$ cat src/rtl/hotspot_ctrl.sv
// Hotspot overlay controller: accepts beamformer locations, commits them on frame start, drops the overlay after a run of empty frames.
// Optional HOTSPOT_SMOOTH_EN: quarter-step smoothing of commits made while already tracking.
module hotspot_ctrl #(
  parameter int H_ACT       = 480,
  parameter int V_ACT       = 272,
  parameter int HOLD_FRAMES = 30
) (
  input  logic               clk_pix,
  input  logic               rst_n,
  input  logic               vsync,
  input  logic               loc_valid,
  output logic               loc_ready,
  input  logic signed [15:0] loc_x,
  input  logic signed [15:0] loc_y,
  output logic [15:0]        spot_x,
  output logic [15:0]        spot_y,
  output logic               spot_en,
  output logic               spot_upd
);

  // state  | meaning
  // IDLE   | overlay off, waiting for a frame start with a pending sample
  // COMMIT | one cycle: load spot from the pending sample
  // TRACK  | overlay on, counting frames without a new sample
  typedef enum logic [1:0] {IDLE, COMMIT, TRACK} state_t;

  localparam logic signed [15:0] X_MAX     = 16'(H_ACT - 1);
  localparam logic signed [15:0] Y_MAX     = 16'(V_ACT - 1);
  localparam logic [7:0]         MISS_LAST = 8'(HOLD_FRAMES - 1);

  state_t             state_q, state_d;
  logic               vsync_q, fs_q, fs_d;
  logic               pend_v_q, pend_v_d;
  logic signed [15:0] pend_x_q, pend_x_d, pend_y_q, pend_y_d;
  logic [7:0]         miss_cnt_q, miss_cnt_d;
  logic [15:0]        spot_x_q, spot_x_d, spot_y_q, spot_y_d;
  logic               spot_en_q, spot_en_d;
  logic               spot_upd_q, spot_upd_d;
  logic [15:0]        clamp_x, clamp_y;
  logic               hs;

  function automatic logic [15:0] clamp(input logic signed [15:0] v,
                                        input logic signed [15:0] lim);
    if (v < 16'sd0)   return 16'd0;
    else if (v > lim) return lim;
    else              return v;
  endfunction

`ifdef HOTSPOT_SMOOTH_EN
  logic               from_track_q, from_track_d;
  logic signed [16:0] dx, dy, sx, sy;
`endif

  assign loc_ready = (state_q != COMMIT);
  assign spot_x    = spot_x_q;
  assign spot_y    = spot_y_q;
  assign spot_en   = spot_en_q;
  assign spot_upd  = spot_upd_q;
  assign clamp_x   = clamp(pend_x_q, X_MAX);
  assign clamp_y   = clamp(pend_y_q, Y_MAX);

  always_comb begin
    state_d    = state_q;
    fs_d       = vsync & ~vsync_q;
    pend_v_d   = pend_v_q;
    pend_x_d   = pend_x_q;
    pend_y_d   = pend_y_q;
    miss_cnt_d = miss_cnt_q;
    spot_x_d   = spot_x_q;
    spot_y_d   = spot_y_q;
    spot_en_d  = spot_en_q;
    spot_upd_d = 1'b0;
    hs         = loc_valid & loc_ready;
`ifdef HOTSPOT_SMOOTH_EN
    from_track_d = from_track_q;
    dx = $signed({1'b0, clamp_x}) - $signed({1'b0, spot_x_q});
    dy = $signed({1'b0, clamp_y}) - $signed({1'b0, spot_y_q});
    sx = $signed({1'b0, spot_x_q}) + (dx >>> 2);
    sy = $signed({1'b0, spot_y_q}) + (dy >>> 2);
`endif
    if (hs) begin
      pend_v_d = 1'b1;
      pend_x_d = loc_x;
      pend_y_d = loc_y;
    end
    // Frame decisions use the registered pend_v, so a same-cycle sample waits for the next frame.
    case (state_q)
      IDLE: begin
        if (fs_q && pend_v_q) begin
          state_d = COMMIT;
`ifdef HOTSPOT_SMOOTH_EN
          from_track_d = 1'b0;
`endif
        end
      end
      COMMIT: begin
`ifdef HOTSPOT_SMOOTH_EN
        spot_x_d = from_track_q ? sx[15:0] : clamp_x;
        spot_y_d = from_track_q ? sy[15:0] : clamp_y;
`else
        spot_x_d = clamp_x;
        spot_y_d = clamp_y;
`endif
        pend_v_d   = 1'b0;
        miss_cnt_d = 8'd0;
        spot_upd_d = 1'b1;
        spot_en_d  = 1'b1;
        state_d    = TRACK;
      end
      TRACK: begin
        if (fs_q) begin
          if (pend_v_q) begin
            state_d = COMMIT;
`ifdef HOTSPOT_SMOOTH_EN
            from_track_d = 1'b1;
`endif
          end else if (miss_cnt_q == MISS_LAST) begin
            state_d    = IDLE;
            miss_cnt_d = 8'd0;
            spot_en_d  = 1'b0;
          end else begin
            miss_cnt_d = miss_cnt_q + 8'd1;
          end
        end
      end
      default: state_d = IDLE;
    endcase
  end

  always_ff @(posedge clk_pix or negedge rst_n) begin
    if (!rst_n) begin
      state_q    <= IDLE;
      vsync_q    <= 1'b0;
      fs_q       <= 1'b0;
      pend_v_q   <= 1'b0;
      pend_x_q   <= '0;
      pend_y_q   <= '0;
      miss_cnt_q <= 8'd0;
      spot_x_q   <= 16'd0;
      spot_y_q   <= 16'd0;
      spot_en_q  <= 1'b0;
      spot_upd_q <= 1'b0;
    end else begin
      state_q    <= state_d;
      vsync_q    <= vsync;
      fs_q       <= fs_d;
      pend_v_q   <= pend_v_d;
      pend_x_q   <= pend_x_d;
      pend_y_q   <= pend_y_d;
      miss_cnt_q <= miss_cnt_d;
      spot_x_q   <= spot_x_d;
      spot_y_q   <= spot_y_d;
      spot_en_q  <= spot_en_d;
      spot_upd_q <= spot_upd_d;
    end
  end

`ifdef HOTSPOT_SMOOTH_EN
  always_ff @(posedge clk_pix or negedge rst_n) begin
    if (!rst_n) from_track_q <= 1'b0;
    else        from_track_q <= from_track_d;
  end
`endif

endmodule

$ cat config.mk
export PLATFORM = sky130hd
export DESIGN_NAME = hotspot_ctrl
export DESIGN_NICKNAME = d
export VERILOG_FILES = /design/src/rtl/hotspot_ctrl.sv
export SDC_FILE = /design/constraint.sdc
export NUM_CORES = 1
export LEC_CHECK = 0
export CAP_MARGIN = 20
export CORE_UTILIZATION = 53
export CTS_CLUSTER_DIAMETER = 150
export CTS_CLUSTER_SIZE = 14
export DETAILED_ROUTE_END_ITERATION = 12
export PLACE_DENSITY = 0.83
export SLEW_MARGIN = 10
export SYNTH_ARGS = -nofsm -noshare
export SYNTH_HDL_FRONTEND = slang
export SYNTH_SLANG_ARGS = --single-unit
$ cat constraint.sdc
create_clock -name clk_pix -period 3.3 [get_ports clk_pix]
set_clock_uncertainty 0.1 [all_clocks]
set_input_delay 0.495 -clock clk_pix [delete_from_list [all_inputs] [get_ports clk_pix]]
set_output_delay 0.495 -clock clk_pix [all_outputs]
set_load 0.01 [all_outputs]
# Yosys cells after proc, flatten, opt, wreduce, memory -nomap -nowiden
# Index checks and enable logic that the tools add are counted.
dict set report op_classes {
  add_sub_neg 1
  magnitude_cmp 4
  eq_ne 9
  mux 20
  bitwise 3
  n_reduce_logical 7
}
# operator count
set ops {}
lappend ops {{16-bit 2-to-1 mux} 4}
lappend ops {{16-bit by 10-bit > comparator with 1-bit output (second input constant)} 2}
lappend ops {{16-bit by 1-bit less-than comparator with 1-bit output (second input constant)} 2}
lappend ops {{8-bit 2-to-1 mux} 3}
lappend ops {{8-bit one-hot mux with 2 select lines} 1}
lappend ops {{8-bit by 1-bit adder with 8-bit output (second input constant)} 1}
lappend ops {{8-bit by 5-bit equality test with 1-bit output (second input constant)} 1}
lappend ops {{2-bit 2-to-1 mux} 4}
lappend ops {{2-bit inequality test (second input constant)} 4}
lappend ops {{1-bit 2-to-1 mux} 6}
lappend ops {{2-bit one-hot mux with 3 select lines} 1}
lappend ops {{3-bit AND reduction} 2}
lappend ops {{4-bit AND reduction} 1}
lappend ops {{2-bit nonzero test} 2}
lappend ops {{3-bit inequality test (second input constant)} 1}
lappend ops {{1-bit AND} 2}
lappend ops {{2-bit by 1-bit equality test with 1-bit output (second input constant)} 1}
lappend ops {{2-bit equality test (second input constant)} 1}
lappend ops {{2-bit zero test} 1}
lappend ops {{2-bit by 1-bit inequality test with 1-bit output (second input constant)} 1}
lappend ops {{1-bit one-hot mux with 2 select lines} 1}
lappend ops {{1-bit logical AND} 1}
lappend ops {{1-bit NOT} 1}
dict set report word_totals {
  register_bits 79
  inputBits 36
  output_inout_bits 35
}

# Logic depth before layout (Yosys ltp)
# Gate-level depths: netlist of the first run.
dict set report depth {
  ltp_word 5
  mapped_depth 6
  mapped_depth_nobuf 6
}

# Worst setup path before layout of the first run
# Ideal clock, no wire load.
dict set report synth_timing {
  kind {register -> register}
  start {register pend_y_q[14]}
  end {register spot_y_q[4] (netlist: spot_y[4])}
  setup_ps 95
  arrival_ps 1690
  t_required_ps 3105
  setup_slack_ps 1414
  path_stages_with_launch 5
  period_less_slack_ps 1886
  path_cell_list {dfrtp_1 > or4_4 > or4_4 > buf_6 > o31ai_1}
}
dict set report synth_between {
  elab_chain_cells 3
  elab_cells_between_ends 4
  classes_between {order compare: 2; mux: 2}
}
# item line_no
set synth_lines {}
lappend synth_lines {{from (decl)} 34} ;# logic signed [15:0] pend_x_q, pend_x_d, pend_y_q, pend_y_d;
lappend synth_lines {{from (signal assigned)} 149} ;# pend_y_q <= pend_y_d;
lappend synth_lines {{16-bit by 10-bit > comparator with 1-bit output} 45} ;# else if (v > lim) return lim;
lappend synth_lines {{16-bit 2-to-1 mux} 45}
lappend synth_lines {{16-bit 2-to-1 mux *} 44} ;# if (v < 16'sd0) return 16'd0;
lappend synth_lines {{to (signal assigned)} 152} ;# spot_y_q <= spot_y_d;
lappend synth_lines {{to (decl)} 36} ;# logic [15:0] spot_x_q, spot_x_d, spot_y_q, spot_y_d;
# Mark *: on every way between the ends. The rest lies on a longest branch, timed or not.
# A chain may end at the register's enable or synchronous reset.

# Worst setup path after layout of the first run
dict set report layout_timing {
  start {register state_q[1]}
  end {output port loc_ready}
}
dict set report layout_between {
  elab_chain_cells 1
}
# item line_no
set layout_lines {}
lappend layout_lines {{from (decl)} 31} ;# state_t state_q, state_d;
lappend layout_lines {{from (signal assigned)} 144} ;# state_q <= state_d;
lappend layout_lines {{2-bit by 1-bit inequality test with 1-bit output} 54} ;# assign loc_ready = (state_q != COMMIT);
lappend layout_lines {{to (decl)} 12} ;# output logic loc_ready,
# No other way between the ends.

==> impl_metrics.ini, run 1 <==
[synthesis]
yosysUniqueCellTypes = 34
syn_inst = 252
ys_ff_latch = 77
synth_area_um2 = 3070
synth_area_per_cell_um2 = 12.2
seq_area_frac_synth = 0.629
ys_warn_count = 0

[global_routing]
grt_max_degree = 78
grt-ovfl-total = 0
grt_usage = 0.208
grt_pass1_vias = 2050
grt_pass1_wl_um = 9670
antenna_found_initial = 0

[job]
cap_violations = 0

[critical_path]
startpoint = state_q[1]$_DFFE_PN0P_
critPathCaptureType = output port
start_kind = flip-flop
r2r_cells = 5
crit_arrival_ns = 1.87
crit_fanout = 17
reg2reg_from = state_q[1]$_DFFE_PN0P_
required_ns = 2.70
critical_path_class = flip-flop to output port

[pwr]
leakage_nw = 1.73
p_per_area_nw_per_um2 = 614
irDropWorstVdd_v = 0.000327
total_power_mw = 2.46

[clock_tree]
cts_htree_levels = 3
clkLatencyLatePin_ns = 0.34
hold_buffers = 0
postCtsSetupRepairBufs = 0
clock-sinks = 77
cts_tree = done
path_clk_slew_ns = 0.08
clockRootBuffer = clkbuf_8
cts_resized = 0
cts_buffer_depth = 2
numCtsBuffers = 9

[cells_and_area]
final_area_um2 = 4010
regArea_um2 = 1930
final_layout_size_suffix_gt1_frac = 0.163
fin_nets = 364
area_delta_synth_final_pct = 30.7
final_core_util = 0.723
final_common_cell = dfrtp_1
fill_cells = 391
stdcell_count = 403
layout_common_cells = 77 x dfrtp_1, 67 x clkdlybuf4s50_1, 32 x mux2_2
n_antenna_cell = 0
multi_input_area_um2 = 1070

[sta]
whs_ns = 0.196
min_period_ns = 2.47
slew_headroom = 0.385
setup_ws_ns = 0.834
rsz0062_at_grt = false
max_freq_mhz = 406
period_share = 0.747
hold_viol = 0
tightest_slew_ns = 0.922
final-setup-viol-count = 0
setup_tns_ns = 0
final_max_slew_viol_count = 0

[detailed_routing]
vias = 2109
drtAntennaViolNets = 0
totalWireLength_um = 5790
drc = 0
wl_per_cell_um = 14.4
first_pass_iters = 4
drtIter0Drc = 141
vias_per_cell = 5.23

[floorplanning]
die_area_um2 = 6090
start_util = 0.553
core_area_um2 = 5540
io_pins = 71
die_y_um = 78.1
row_count = 27
die_x_um = 78.1

[place]
place.gp.congestion = 0.811
post-dp-hpwl_um = 4000
portBuffers = 68
post-place-cells = 387
place_area_um2 = 3810
pre_cts_slack_ns = 1.09

[run_status]
status = finished, final reports clean

[hold_path]
hp-class = input port to asynchronous set/reset pin
[final timing paths]
kind                                        endpoint  slack (ns)
max reg2reg                miss_cnt_q[7]$_DFFE_PN0P_        1.00
min in group clk_pix                  fs_q$_DFF_PN0_        0.30
max in group asynchronous   pend_y_q[10]$_DFFE_PN0P_        2.32
min                          pend_x_q[2]$_DFFE_PN0P_        0.20
max                                        loc_ready        0.83
min reg2reg                           fs_q$_DFF_PN0_        0.30
[flip-flops by register name (all words and copies together), names as in the netlist]
signal	cells
state_q	2
spot_y	15
vsync_q	1
fs_q	1
spot_en	1
spot_x	15
pend_x_q	16
miss_cnt_q	8
pend_y_q	16
pend_v_q	1
spot_upd	1
[cells by family after synthesis]
kind of cell | synth area share
other | 0.00122
multiplexers | 0.118
AO/OA/AOI/OAI | 0.0714
AND/OR/NAND/NOR | 0.140
flip-flops | 0.629
buffers and inverters | 0.0220
adder cells (fa/ha/maj) | 0.00816
XOR/XNOR | 0.0114
[worst max-delay path: stages (launching register included)]
cell and delay, ns:
dfrtp_1 0.40, nand2b_1 0.49, clkdlybuf4s50_1 0.64
[Yosys cell counts]
| cell type | instances | area (um^2) |
|---|---|---|
| buf_1 | 3 | 11.3 |
| ha_1 | 2 | 25.0 |
| inv_1 | 3 | 11.3 |
| o31ai_1 | 8 | 60.1 |
| nor4b_1 | 1 | 8.76 |
| nor4_1 | 2 | 12.5 |
| xnor2_1 | 4 | 35.0 |
| or4_4 | 2 | 22.5 |
| a21oi_1 | 6 | 30.0 |
| o41a_1 | 1 | 11.3 |
| nand4bb_1 | 1 | 11.3 |
| a211oi_1 | 2 | 15.0 |
| and2_1 | 12 | 75.1 |
| and3_1 | 1 | 6.26 |
| clkbuf_1 | 4 | 15.0 |
| buf_4 | 2 | 15.0 |
| or3_1 | 2 | 12.5 |
| a2111oi_0 | 1 | 8.76 |
| buf_6 | 1 | 11.3 |
| nand2_1 | 30 | 113 |
| dfrtp_1 | 77 | 1930 |
| nand3_1 | 4 | 20.0 |
| mux2_2 | 32 | 360 |
| nor2_1 | 22 | 82.6 |
| nand3b_1 | 1 | 7.51 |
| a22o_1 | 1 | 8.76 |
| nor2b_1 | 3 | 18.8 |
| nand4_1 | 2 | 12.5 |
| nand2b_1 | 4 | 25.0 |
| o21ai_0 | 13 | 65.1 |
| clkinv_1 | 1 | 3.75 |
| o21ai_1 | 1 | 5.00 |
| conb_1 | 1 | 3.75 |
| a21boi_0 | 2 | 15.0 |
[layer usage]
metal / track usage / up-vias / routed length (um)
met3: 0.0384 / 12 / 226
met4: 0.100 / 0 / 145
met1: 0.281 / 1026 / 2600
met5: 0 / - / 0
li1: - / 1011 / -
met2: 0.326 / 60 / 2820
[power breakdown]
part	switching, mW	internal, mW	leakage, nW	total, mW
clock network	0.341	0.348	0.0923	0.689
logic	0.228	0.312	0.664	0.541
registers	0.120	1.11	0.969	1.23
total	0.690	1.77	1.73	2.46
[area by class of cell]
cell class / count / area share
Multi-Input combinational cell: 162 / 0.268
Clock inverter: 6 / 0.0159
Inverter: 4 / 0.00375
Tap cell: 72 / 0.0225
Timing Repair Buffer: 72 / 0.177
Clock buffer: 10 / 0.0319
Sequential cell: 77 / 0.481
No activity file was read; power rests on OpenSTA's default activity.
==> inputs of run 2 (changes only) <==
- CORE_UTILIZATION: 53 -> 45
- PLACE_DENSITY: 0.83 -> 0.75
- clock period: 3.3 -> 2 ns (I/O delays scaled with it)
==> impl_metrics.ini, run 2 (synthesis results as in run 1) <==
[run_status]
status = complete, but fails checks
violations = design-rule violations

[sta]
period_share = 0.961
slew_headroom = 0.677
final-setup-viol-count = 0
max_freq_mhz = 520
final_max_slew_viol_count = 0
setup_tns_ns = 0
min_period_ns = 1.92
tightest_slew_ns = 0.473
whs_ns = 0.305
rsz0062_at_grt = false
hold_viol = 0

[cells_and_area]
area_delta_synth_final_pct = 34.4
final_layout_size_suffix_gt1_frac = 0.180
n_antenna_cell = 0
final_common_cell = dfrtp_1
reg_top3 = pend_x_q (16), pend_y_q (16)
layout_common_cells = 77 x dfrtp_1, 67 x clkdlybuf4s50_1, 32 x mux2_2
final_area_um2 = 4120
fin_nets = 372
final_core_util = 0.638

[hold_path]
hp-start = vsync_q$_DFF_PN0_
worstHoldEndpoint = fs_q$_DFF_PN0_
hold_depth = 1
hp-class = flip-flop to flip-flop

[global_routing]
grt_pass1_vias = 2059
grt-ovfl-total = 0
grt_usage = 0.178
grt_pass1_wl_um = 9810
antenna_found_initial = 0
grt_max_degree = 37

[pwr]
total_power_mw = 4.22
leakage_nw = 1.78
p_per_area_nw_per_um2 = 1030
irDropWorstVdd_v = 0.000567

[critical_path]
slowest_stage = or4_4
r2r_cells = 3
crit_arrival_ns = 2.06
reg2reg_from = pend_y_q[14]$_DFFE_PN0P_
crit_path_max_incr_delay_ns = 0.55
required_ns = 2.14
start_kind = flip-flop
path_buf_inv = 0
cp_top_family = simple AND/OR/NAND/NOR gates
critPathCaptureType = flip-flop
regToRegSetupSlack_ns = 0.08
cp_cell_sequence = or4_4 -> or4_4 -> o31ai_1
crit_top_cell = or4_4
crit_fanout = 8
critical_path_class = flip-flop to flip-flop
timing.rr.end = spot_y[4]$_DFFE_PN0P_

[job]
cap_violations = 0

[detailed_routing]
drtAntennaViolNets = 0
vias_per_cell = 5.04
vias = 2097
drtIter0Drc = 115
drc = 3
first_pass_iters = 10
wl_per_cell_um = 13.8
totalWireLength_um = 5730

[floorplanning]
row_count = 29
die_x_um = 84.5
io_pins = 71
start_util = 0.475
core_area_um2 = 6460
die_area_um2 = 7150
die_y_um = 84.5

[clock_tree]
cts_tree = done
numCtsBuffers = 9
clockRootBuffer = clkbuf_8
clkLatencyLatePin_ns = 0.34
cts_htree_levels = 3
cts_buffer_depth = 2
path_clk_slew_ns = 0.08
clock-sinks = 77
postCtsSetupRepairBufs = 0

[place]
post-dp-hpwl_um = 4210
place.gp.congestion = 0.743
place_area_um2 = 3890
portBuffers = 68
-- run 2: through the flow --
| stage | setup WS (ns) | instances |
|---|---|---|
| 6_report | 0.0779 | 416 |
| 5_1_grt | 0.00785 | 416 |
| 3_5_place_dp | 0.0703 | 399 |
| 2_1_floorplan | 0.114 | 253 |
| 3_3_place_gp | 0.138 | 399 |
| 4_1_cts | 0.0260 | 416 |
-- run 2: layer usage --
metal,vias up,global-route usage,part of all wire
li1,1024,-,-
met3,9,0.0324,0.029
met4,0,0.0740,0.016
met2,48,0.282,0.50
met1,1016,0.244,0.46
met5,-,0,0
-- run 2: worst max path at each step --
stage / start / end / depth (start not counted)
2_1_floorplan: pend_y_q[14]$_DFFE_PN0P_ / spot_y[4]$_DFFE_PN0P_ / 4
6_report: pend_y_q[14]$_DFFE_PN0P_ / spot_y[4]$_DFFE_PN0P_ / 3
3_3_place_gp: pend_y_q[14]$_DFFE_PN0P_ / spot_y[5]$_DFFE_PN0P_ / 3
3_5_place_dp: pend_y_q[14]$_DFFE_PN0P_ / spot_y[6]$_DFFE_PN0P_ / 3
5_1_grt: pend_y_q[12]$_DFFE_PN0P_ / spot_y[4]$_DFFE_PN0P_ / 3
4_1_cts: state_q[1]$_DFFE_PN0P_ / loc_ready / 2
-- run 2: what timing repair did --
item / in CTS / in global routing
gates resized for setup: 1 / 1
hold endpoints to repair: 34 / 0
hold buffers: 1 / 0
endpoints found under the setup margin: 1 / 1
-- run 2: layout make-up --
class / instances / area (um^2)
flip-flops and latches: 77 / 1930
multi-input cells: 162 / 1080
clock buffers: 11 / 131
fillers: 504 / 2340
well taps: 77 / 96.3
clock inverters: 5 / 83.8
inverters: 4 / 15.0
repair buffers: 80 / 783
-- run 2: power by group --
group,switching [mW],internal [mW],total (mW)
clock,0.553,0.708,1.26
sequential,0.191,1.83,2.02
combinational,0.389,0.551,0.940
total,1.13,3.09,4.22
==> inputs of run 3 (changes only) <==
- PLACE_DENSITY: 0.75 -> 0.76
- SKIP_CTS_REPAIR_TIMING: not set -> 1
==> impl_metrics.ini, run 3 (synthesis results as in run 1) <==
[detailed_routing]
vias = 2096
drc = 3
first_pass_iters = 8
drtIter0Drc = 85
drtAntennaViolNets = 0
vias_per_cell = 5.08
wl_per_cell_um = 14.3
totalWireLength_um = 5890

[run_status]
violations = design-rule violations
status = complete, but fails checks

[sta]
tightest_slew_ns = 0.488
final-setup-viol-count = 0
slew_headroom = 0.666
max_freq_mhz = 526
period_share = 0.951
min_period_ns = 1.90
hold_viol = 0
final_max_slew_viol_count = 0
rsz0062_at_grt = false

[place]
place.gp.congestion = 0.762
portBuffers = 68
post-place-cells = 396
place_area_um2 = 3880
post-dp-hpwl_um = 4030

[critical_path]
regToRegSetupSlack_ns = 0.1
r2r_cells = 3
cp_top_family = simple AND/OR/NAND/NOR gates
crit_top_cell = or4_4
timing.rr.end = spot_y[5]$_DFFE_PN0P_
critical_path_class = flip-flop to flip-flop
start_kind = flip-flop
reg2reg_from = pend_y_q[14]$_DFFE_PN0P_
slowest_stage = or4_4
crit_arrival_ns = 2.05
crit_fanout = 8
critPathCaptureType = flip-flop
path_buf_inv = 0
crit_end = spot_y[5]$_DFFE_PN0P_
required_ns = 2.14
crit_path_max_incr_delay_ns = 0.54
cp.depth = 3
cp_cell_sequence = or4_4 -> or4_4 -> o31ai_1
startpoint = pend_y_q[14]$_DFFE_PN0P_

[pwr]
p_clk_frac = 0.300
p_per_area_nw_per_um2 = 1030
internal-power_mw = 3.08
switching_share = 0.270
pwr-share-comb = 0.220
netSwitchingPower_mw = 1.14
p_seq_frac = 0.479
leakage_nw = 1.77
irDropWorstVdd_v = 0.000534

[global_routing]
grt_max_degree = 41
grt_usage = 0.179
grt_pass1_wl_um = 9840
grt_pass1_vias = 2053
antenna_found_initial = 0
grt-ovfl-total = 0

[cells_and_area]
area_delta_synth_final_pct = 34.2
fin_nets = 369
reg_top3 = pend_x_q (16), pend_y_q (16)
layout_common_cells = 77 x dfrtp_1, 66 x clkdlybuf4s50_1, 32 x mux2_2
final_common_cell = dfrtp_1
n_antenna_cell = 0
final_layout_size_suffix_gt1_frac = 0.176
stdcell_count = 413
fill_cells = 528
final_area_um2 = 4110

[clock_tree]
clockRootBuffer = clkbuf_8
cts_htree_levels = 3
clkLatencyLatePin_ns = 0.35
cts_buffer_depth = 2
numCtsBuffers = 9
path_clk_slew_ns = 0.08
clock-sinks = 77
cts_tree = done

[floorplanning]
row_count = 29
die_y_um = 84.5
core_area_um2 = 6460
die_x_um = 84.5
io_pins = 71
die_area_um2 = 7150
start_util = 0.475

[job]
cap_violations = 0

[hold_path]
hp-class = flip-flop to flip-flop
[run 3: area by class of cell]
class | instances | area (um^2) | area share
tap | 77 | 96.3 | 0.0234
clock inverter | 5 | 85.1 | 0.0207
sequential | 77 | 1930 | 0.469
multi-input combinational | 162 | 1080 | 0.263
timing repair buffer | 77 | 776 | 0.189
clock buffer | 11 | 131 | 0.0319
inverter | 4 | 15.0 | 0.00365
[run 3: power groups by stage]
stage          sequential (mW)  combinational (mW)  clock [mW]
6_report                  2.03               0.931        1.27
5_1_grt                   2.06                1.01        1.36
4_1_cts                   2.03               0.940        1.29
3_5_place_dp              2.06               0.933           0
3_3_place_gp              2.05               0.915           0
2_1_floorplan             2.08               0.370           0
[run 3: worst register-to-register path: cells and delay by family (launching register included)]
kind	cells	cell delay, ns
compound gates	1	0.28
flops	1	0.39
simple gates	2	1.04
[run 3: routing by layer]
metal / track usage / share of wire / vias up / wire (um)
met3: 0.0442 / 0.035 / 10 / 205
met1: 0.241 / 0.46 / 1023 / 2690
met2: 0.279 / 0.49 / 44 / 2880
li1: - / - / 1019 / -
met5: 0 / 0 / - / 0
met4: 0.0786 / 0.019 / 0 / 111
[run 3: worst min path at each step]
stage | cells after the start | end | from
2_1_floorplan | 0 | fs_q$_DFF_PN0_ | rst_n
3_3_place_gp | 1 | spot_x[2]$_DFFE_PN0P_ | rst_n
3_5_place_dp | 1 | spot_x[1]$_DFFE_PN0P_ | rst_n
4_1_cts | 1 | spot_x[1]$_DFFE_PN0P_ | rst_n
5_1_grt | 1 | fs_q$_DFF_PN0_ | vsync_q$_DFF_PN0_
6_report | 1 | fs_q$_DFF_PN0_ | vsync_q$_DFF_PN0_
[run 3: per-stage QoR]
| step | setup TNS (ns) | worst slack [ns] | hold WS [ns] | total power, mW | utilization |
|---|---|---|---|---|---|
| final | 0 | 0.0985 | 0.296 | 4.23 | 0.637 |
| after global routing | 0 | 0.0518 | 0.318 | 4.44 | 0.637 |
| after CTS | -0.0827 | -0.0827 | -0.190 | 4.26 | 0.634 |
| after detailed placement | 0 | 0.0654 | 0.191 | 2.99 | 0.600 |
| after global placement | 0 | 0.136 | 0.193 | 2.96 | 0.600 |
| after floorplan | 0 | 0.114 | -0.0956 | 2.45 | - |
